$ cat src/rtl/sha256_ctrl_pkg.sv
// Shared types and constants for the SHA-256 message sequencer.
package sha256_ctrl_pkg;

  localparam int          BLOCK_WORDS  = 16;
  localparam int          LEN_WORD_IDX = 14;
  localparam logic [7:0]  PAD_MARK     = 8'h80;

  typedef enum logic [2:0] {
    ST_IDLE   = 3'd0,
    ST_FILL   = 3'd1,
    ST_ISSUE  = 3'd2,
    ST_WAIT   = 3'd3,
    ST_DIGEST = 3'd4
  } state_e;

  // Padding work still owed after the current block completes.
  typedef enum logic [1:0] {
    PAD_NONE     = 2'd0,
    PAD_ZERO_LEN = 2'd1,
    PAD_MARK_LEN = 2'd2
  } pad_e;

endpackage

$ cat src/rtl/sha256_pad_word.sv
// Masks the final message word to its valid bytes and inserts the 0x80 marker
// after them when it fits in the same word.
module sha256_pad_word
  import sha256_ctrl_pkg::*;
(
  input  logic [31:0] i_Word,
  input  logic [1:0]  i_LastBytes,
  output logic [31:0] o_Word,
  output logic        o_fMark
);

  // NOTE: o_Word gets a full default before the loop so no path leaves it
  // unassigned, which would otherwise infer a latch.
  always_comb begin
    o_Word = '0;
    for (int b = 0; b < 4; b++) begin
      if (b <= int'(i_LastBytes)) begin
        o_Word[31-8*b -: 8] = i_Word[31-8*b -: 8];
      end else if (b == int'(i_LastBytes) + 1) begin
        o_Word[31-8*b -: 8] = PAD_MARK;
      end
    end
  end

  assign o_fMark = (i_LastBytes != 2'd3);

endmodule

$ cat src/rtl/sha256_msg_ctrl.sv
// SHA-256 message sequencer: packs a 32-bit word stream into padded 512-bit
// blocks, drives the compression core and returns the final digest.
// Optional WAIT-state watchdog enabled by defining SHA_CTRL_TIMEOUT_EN.
module sha256_msg_ctrl
  import sha256_ctrl_pkg::*;
#(
  parameter int TIMEOUT_CYCLES = 1023
) (
  input  logic         Clk,
  input  logic         Rst,
  input  logic         i_Valid,
  output logic         o_Ready,
  input  logic [31:0]  i_Word,
  input  logic         i_fLast,
  input  logic [1:0]   i_LastBytes,
  output logic [511:0] o_CoreData,
  output logic         o_CoreStart,
  output logic         o_CoreFirst,
  input  logic         i_CoreDone,
  input  logic [255:0] i_CoreDigest,
  output logic [255:0] o_Digest,
  output logic         o_fDone,
  output logic         o_Busy,
  output logic         o_Err
);

  state_e        r_state;
  pad_e          r_pad;
  logic [31:0]   r_buf [BLOCK_WORDS];
  logic [3:0]    r_idx;
  logic [60:0]   r_bytes;
  logic          r_first;
  logic          r_final;
  logic          r_kick;
  logic [255:0]  r_digest;

  logic [31:0]   w_pad_word;
  logic          w_mark_here;
  logic [4:0]    w_mark_idx;
  logic [60:0]   w_last_bytes;
  logic [63:0]   w_last_len;
  logic [63:0]   w_len;
  logic          w_final;
  logic          w_accept;
  logic          w_abort;

  sha256_pad_word u_pad (
    .i_Word      (i_Word),
    .i_LastBytes (i_LastBytes),
    .o_Word      (w_pad_word),
    .o_fMark     (w_mark_here)
  );

  assign o_Ready      = !Rst && (r_state == ST_IDLE || r_state == ST_FILL);
  assign w_accept     = i_Valid && o_Ready;
  assign w_mark_idx   = {1'b0, r_idx} + {4'd0, !w_mark_here};
  assign w_last_bytes = r_bytes + {59'd0, i_LastBytes} + 61'd1;
  assign w_last_len   = {w_last_bytes, 3'b000};
  assign w_len        = {r_bytes, 3'b000};
  assign w_final      = (w_mark_idx < 5'(LEN_WORD_IDX));

  assign o_CoreStart  = (r_state == ST_ISSUE);
  assign o_CoreFirst  = (r_state == ST_ISSUE) && r_first;
  assign o_fDone      = (r_state == ST_DIGEST);
  assign o_Busy       = (r_state != ST_IDLE);
  assign o_Digest     = r_digest;

  always_comb begin
    o_CoreData = '0;
    for (int i = 0; i < BLOCK_WORDS; i++) o_CoreData[511-32*i -: 32] = r_buf[i];
  end

`ifdef SHA_CTRL_TIMEOUT_EN
  localparam int TMO_W = $clog2(TIMEOUT_CYCLES + 1);
  logic [TMO_W-1:0] r_tmo;
  logic             r_err;

  assign w_abort = (r_state == ST_WAIT) && !r_kick && !i_CoreDone &&
                   (r_tmo == TMO_W'(TIMEOUT_CYCLES - 1));
  assign o_Err   = r_err;

  always_ff @(posedge Clk or posedge Rst) begin
    if (Rst) begin
      r_tmo <= '0;
      r_err <= 1'b0;
    end else begin
      if (w_accept)     r_err <= 1'b0;
      else if (w_abort) r_err <= 1'b1;
      if (r_state == ST_ISSUE)     r_tmo <= '0;
      else if (r_state == ST_WAIT) r_tmo <= r_tmo + TMO_W'(1);
    end
  end
`else
  assign w_abort = 1'b0;
  assign o_Err   = 1'b0;
`endif

  // NOTE: the block buffer sits in the reset domain because o_CoreData is
  // required to read zero out of reset; state updates use <= throughout so
  // every branch sees pre-edge values.
  always_ff @(posedge Clk or posedge Rst) begin
    if (Rst) begin
      r_state  <= ST_IDLE;
      r_pad    <= PAD_NONE;
      r_idx    <= '0;
      r_bytes  <= '0;
      r_first  <= 1'b1;
      r_final  <= 1'b0;
      r_kick   <= 1'b0;
      r_digest <= '0;
      for (int i = 0; i < BLOCK_WORDS; i++) r_buf[i] <= '0;
    end else begin
      case (r_state)
        ST_IDLE, ST_FILL: begin
          if (w_accept && i_fLast) begin
            r_bytes <= w_last_bytes;
            r_final <= w_final;
            r_pad   <= (w_mark_idx == 5'd16) ? PAD_MARK_LEN :
                       (w_final ? PAD_NONE : PAD_ZERO_LEN);
            // Words past the last one hold the marker, zero fill or length.
            for (int i = 0; i < BLOCK_WORDS; i++) begin
              if (i == int'(r_idx))                          r_buf[i] <= w_pad_word;
              else if (i > int'(r_idx)) begin
                if (i == int'(w_mark_idx))                   r_buf[i] <= {PAD_MARK, 24'h0};
                else if (w_final && i == LEN_WORD_IDX)       r_buf[i] <= w_last_len[63:32];
                else if (w_final && i == LEN_WORD_IDX + 1)   r_buf[i] <= w_last_len[31:0];
                else                                         r_buf[i] <= '0;
              end
            end
            r_state <= ST_ISSUE;
          end else if (w_accept) begin
            r_buf[r_idx] <= i_Word;
            r_idx        <= r_idx + 4'd1;
            r_bytes      <= r_bytes + 61'd4;
            r_final      <= 1'b0;
            r_pad        <= PAD_NONE;
            r_state      <= (r_idx == 4'd15) ? ST_ISSUE : ST_FILL;
          end
        end
        ST_ISSUE: begin
          r_first <= 1'b0;
          r_kick  <= 1'b0;
          r_state <= ST_WAIT;
        end
        ST_WAIT: begin
          if (r_kick) begin
            r_state <= ST_ISSUE;
          end else if (i_CoreDone) begin
            if (r_final) begin
              r_digest <= i_CoreDigest;
              r_state  <= ST_DIGEST;
            end else if (r_pad != PAD_NONE) begin
              for (int i = 0; i < BLOCK_WORDS; i++) begin
                if (i == 0 && r_pad == PAD_MARK_LEN) r_buf[i] <= {PAD_MARK, 24'h0};
                else if (i == LEN_WORD_IDX)          r_buf[i] <= w_len[63:32];
                else if (i == LEN_WORD_IDX + 1)      r_buf[i] <= w_len[31:0];
                else                                 r_buf[i] <= '0;
              end
              r_pad   <= PAD_NONE;
              r_final <= 1'b1;
              r_kick  <= 1'b1;
            end else begin
              r_idx   <= '0;
              r_state <= ST_FILL;
            end
          end else if (w_abort) begin
            r_state <= ST_IDLE;
            r_pad   <= PAD_NONE;
            r_idx   <= '0;
            r_bytes <= '0;
            r_first <= 1'b1;
          end
        end
        ST_DIGEST: begin
          r_state <= ST_IDLE;
          r_idx   <= '0;
          r_bytes <= '0;
          r_first <= 1'b1;
        end
        default: r_state <= ST_IDLE;
      endcase
    end
  end

endmodule

$ cat config.mk
export PLATFORM = sky130hd
export DESIGN_NAME = sha256_msg_ctrl
export DESIGN_NICKNAME = d
export VERILOG_FILES = /design/src/rtl/sha256_ctrl_pkg.sv /design/src/rtl/sha256_pad_word.sv /design/src/rtl/sha256_msg_ctrl.sv
export SDC_FILE = /design/constraint.sdc
export NUM_CORES = 2
export LEC_CHECK = 0
export ABC_AREA = 1
export CORE_AREA = 10 10 409 411
export CTS_CLUSTER_DIAMETER = 40
export DETAILED_ROUTE_END_ITERATION = 7
export DIE_AREA = 0 0 419 421
export PLACE_DENSITY_LB_ADDON = 0.08
export SETUP_SLACK_MARGIN = 0.05
export SKIP_CTS_REPAIR_TIMING = 1
export SLEW_MARGIN = 40
export SYNTH_ARGS = -nofsm -noshare
export SYNTH_HDL_FRONTEND = slang
export SYNTH_SLANG_ARGS = --single-unit
$ cat constraint.sdc
create_clock -name Clk -period 79.3 [get_ports Clk]
set_clock_uncertainty 0.1 [all_clocks]
set_input_delay 15.86 -clock Clk [delete_from_list [all_inputs] [get_ports Clk]]
set_output_delay 15.86 -clock Clk [all_outputs]
set_load 0.05 [all_outputs]
==> metrics.md <==
| Metric | Value |
|---|---|
| Area of all placed cells without fillers | `between 50000 and 60000 um^2` |
| Global-route wire length before repair | `about 320 mm` |
| Top area cells in the synthesized netlist | `dfrtp_1 54%, nand2_1 21%, nand3_1 4.4%` |
| Count of distinct cell types in the synthesized netlist | `52` |
| Standard-cell rows | `~150` |
| Layout fillers | `about 17000` |
| Core Region | `159000 um^2` |
| Cell count after placement | `7929` |
| Clock Latency Late Sink | `approximately 0.80 ns` |
| Sink count of the clock tree | `around 840` |
| Number of cells on the worst hold path | `2` |
| Number of global-route vias before repair | `between 30000 and 40000` |
| Share of synthesized registers carrying an async set or reset | `100%` |
| Last weighted congestion value of the routability-driven placer | `0.930` |
| CTS tree | `done` |
| Area share of the leading cell type in the synthesized netlist | `between 50% and 60%` |
| Data required time at the worst endpoint | `between 60 and 70 ns` |
| Mapped Nets | `about 5300` |
| Residual antenna-violating net count after detailed routing | `0` |
| Final routed DRC violation total | `0` |
| Maximum capacitance violations | `0` |
| Max IR drop VDD | `around 0.022 mV` |
| H-tree depth | `4` |
| Worst Hold Launch | `o_CoreData[161]$_DFFE_PP0P_` |
| Worst setup EP type | `output pin` |
| Number of port buffers | `roughly 1100` |
| Total leakage power | `0.0270 uW` |
| RSZ-0062 raised after global routing | `no` |
| Number of instances in the synthesized netlist | `4978` |
| Relative slew slack | `a little over two fifths` |
| Final total negative setup slack | `0 ns` |
| Cell taking the most area after synthesis | `dfrtp_1` |
| Period minus WS final | `34.03 ns` |
| Mapped Avg Cell Area | `7.79 um^2` |
| Count of synthesis-stage warnings from yosys | `0` |
| Via-per-instance ratio | `between 4 and 5` |
| Worst setup SP type | `primary input` |
| Most frequent cells after synthesis | `2125 x nand2_1, 840 x dfrtp_1, 344 x nand3_1, 339 x nor2_1, 303 x inv_1` |
| Final net count | `approximately 6300` |
| Depth of the worst register-to-register path | `16` |
| Final standard cell utilization of the core | `36.7%` |
| Detailed router's first-iteration violation count | `3009` |
| Total via count in the routed design | `about 39000` |
| Most used flip-flop cell after synthesis | `dfrtp_1` |
| Die width | `419 um` |
| Cell with the most instances after synthesis | `nand2_1` |
| Starting density of the core | `between 20 and 25%` |
| Final Max Tran Viols | `0` |
| Max Freq | `around 29 MHz` |
| Number of search-and-repair iterations in the first detailed-routing pass | `6` |
| Arrival @ worst endpoint | `around 18 ns` |
| Number of hold violations in the final report | `0` |
| Layout Cells excl Fill | `just over 8000` |
| Post-DP HPWL | `175 mm` |
| Root buffer cell | `clkbuf_16` |
| Worst-Margin Slew | `0.858 ns` |
| Number of enable flip-flop cells after synthesis | `0` |
| Detail-routed net length per standard cell | `approximately 28 um` |
| Final number of setup-violating endpoints | `0` |
| Final wirelength | `between 200 and 250 mm` |
| Remaining global-route overflow | `0` |
| Seq cells post-synth | `roughly 840` |
| Max Fanout on Critical Path | `2` |
| Path class of the lowest-slack min-delay path | `reg2reg` |
| Largest net degree at the start of global routing | `130` |
| Die Area | `approximately 180000 um^2` |
| Total CTS buffers | `roughly 190` |
| Maximum count of clock buffers along a single path | `3` |
| Run status | `complete, no violations` |
| I/O Pins | `~1100` |
| First element of the critical path | `Rst` |
| Cell Area, Synth | `38800 um^2` |
| Overall die height | `421 um` |
| Period utilisation layout | `between 40 and 50%` |
| Ratio of cells with drive above 1 in the final layout | `8.21%` |
| Combined global-route utilization of all metal layers | `25.5%` |
| Portion of the post-synthesis area used by sequential elements | `between 50% and 60%` |
| Clock Pin Slew Worst Setup and Hold Paths | `around 0.04 ns` |
| Post-Place Cell Area | `about 52000 um^2` |
| PnR Total Power | `2870 uW` |
| Area growth, synth to finish | `50.8%` |
| Worst Path Class, Setup | `in2out` |
| RR Startpoint | `r_state[1]$_DFFE_PP0P_` |
| Number of antenna violations at the first check in global routing | `46` |
| Power per unit of standard cell area | `roughly 50 nW/um^2` |
critical path, stage by stage:
cell and delay (ns):
clkdlybuf4s50_1 0.68, nor2_1 0.60, clkdlybuf4s50_1 0.92
layer usage:
| layer | vias to the layer above | part of all wire [%] | GRT usage [%] |
|---|---|---|---|
| met5 | - | 0.11 | 0 |
| met4 | 40 | 5.0 | 11.3 |
| met3 | 414 | 6.9 | 6.71 |
| met2 | 1443 | 49 | 44.0 |
| met1 | 19000 | 39 | 29.3 |
| li1 | 17900 | - | - |
stage by stage:
stage	setup WS (ns)	hold WS, ns
3_5_place_dp	45.14	0.357
5_1_grt	45.25	0.375
6_report	45.27	0.366
4_1_cts	45.15	0.369
3_3_place_gp	45.19	0.355
2_1_floorplan	39.61	0.357
flip-flops by register name (all words and copies together), names as in the netlist:
register,count
r_idx,4
r_kick,1
o_Digest,256
r_pad,2
r_state,3
r_final,1
r_first,1
o_CoreData,512
r_bytes,61
where the power goes:
| group | switching, uW | total (uW) | internal (uW) |
|---|---|---|---|
| Clock | 274 | 814 | 540 |
| Sequential | 120 | 708 | 588 |
| Combinational | 974 | 1350 | 372 |
| Total | 1370 | 2870 | 1500 |
cell usage in the layout, fill, tap and decap left out, drive strengths merged, types with 2 or more instances in the layout:
cell	count
a21boi	7
a21oi	62
a31oi	2
buf	81
bufinv	23
clkbuf	247
clkdlybuf4s50	1066
clkinv	48
clkinvlp	18
dfrtp	840
diode	6
ha	10
inv	323
nand2	2135
nand3	347
nand4	80
nor2	352
nor3	25
o211ai	9
o21ai	417
o21bai	3
o22ai	25
o31ai	5
o32ai	3
or2	11
xnor2	2
xor2	38
kinds of logic after synthesis:
group,Yosys count,synth area share (%)
compound gates,538,7.42
xor+xnor,40,0.903
fa+ha+maj,11,0.374
buf+inv,594,6.32
flops,841,54.3
other cells,1,0.00967
simple gates,2953,30.7
path summary, 6_finish.rpt:
check / slack [ns] / to
max: 45.27 / o_Ready
min: 0.37 / o_CoreData[161]$_DFFE_PP0P_
max reg2reg: 74.88 / o_CoreData[473]$_DFFE_PP0P_
min reg2reg: 0.37 / o_CoreData[161]$_DFFE_PP0P_
max in group asynchronous: 60.53 / o_Digest[2]$_DFFE_PP0P_
min in group asynchronous: 15.72 / r_state[1]$_DFFE_PP0P_
final cells by class:
type	count	area, um^2	share of cell area (%)
inverter	312	1200	2.05
clock inverter	100	1330	2.27
timing repair buffer	1148	11600	19.8
multi-input combinational	3543	15500	26.5
sequential	841	21000	36.0
antenna	6	15.0	0.0257
clock buffer	246	5240	8.97
tap	2086	2610	4.46
(Power assumes the default switching activity.)
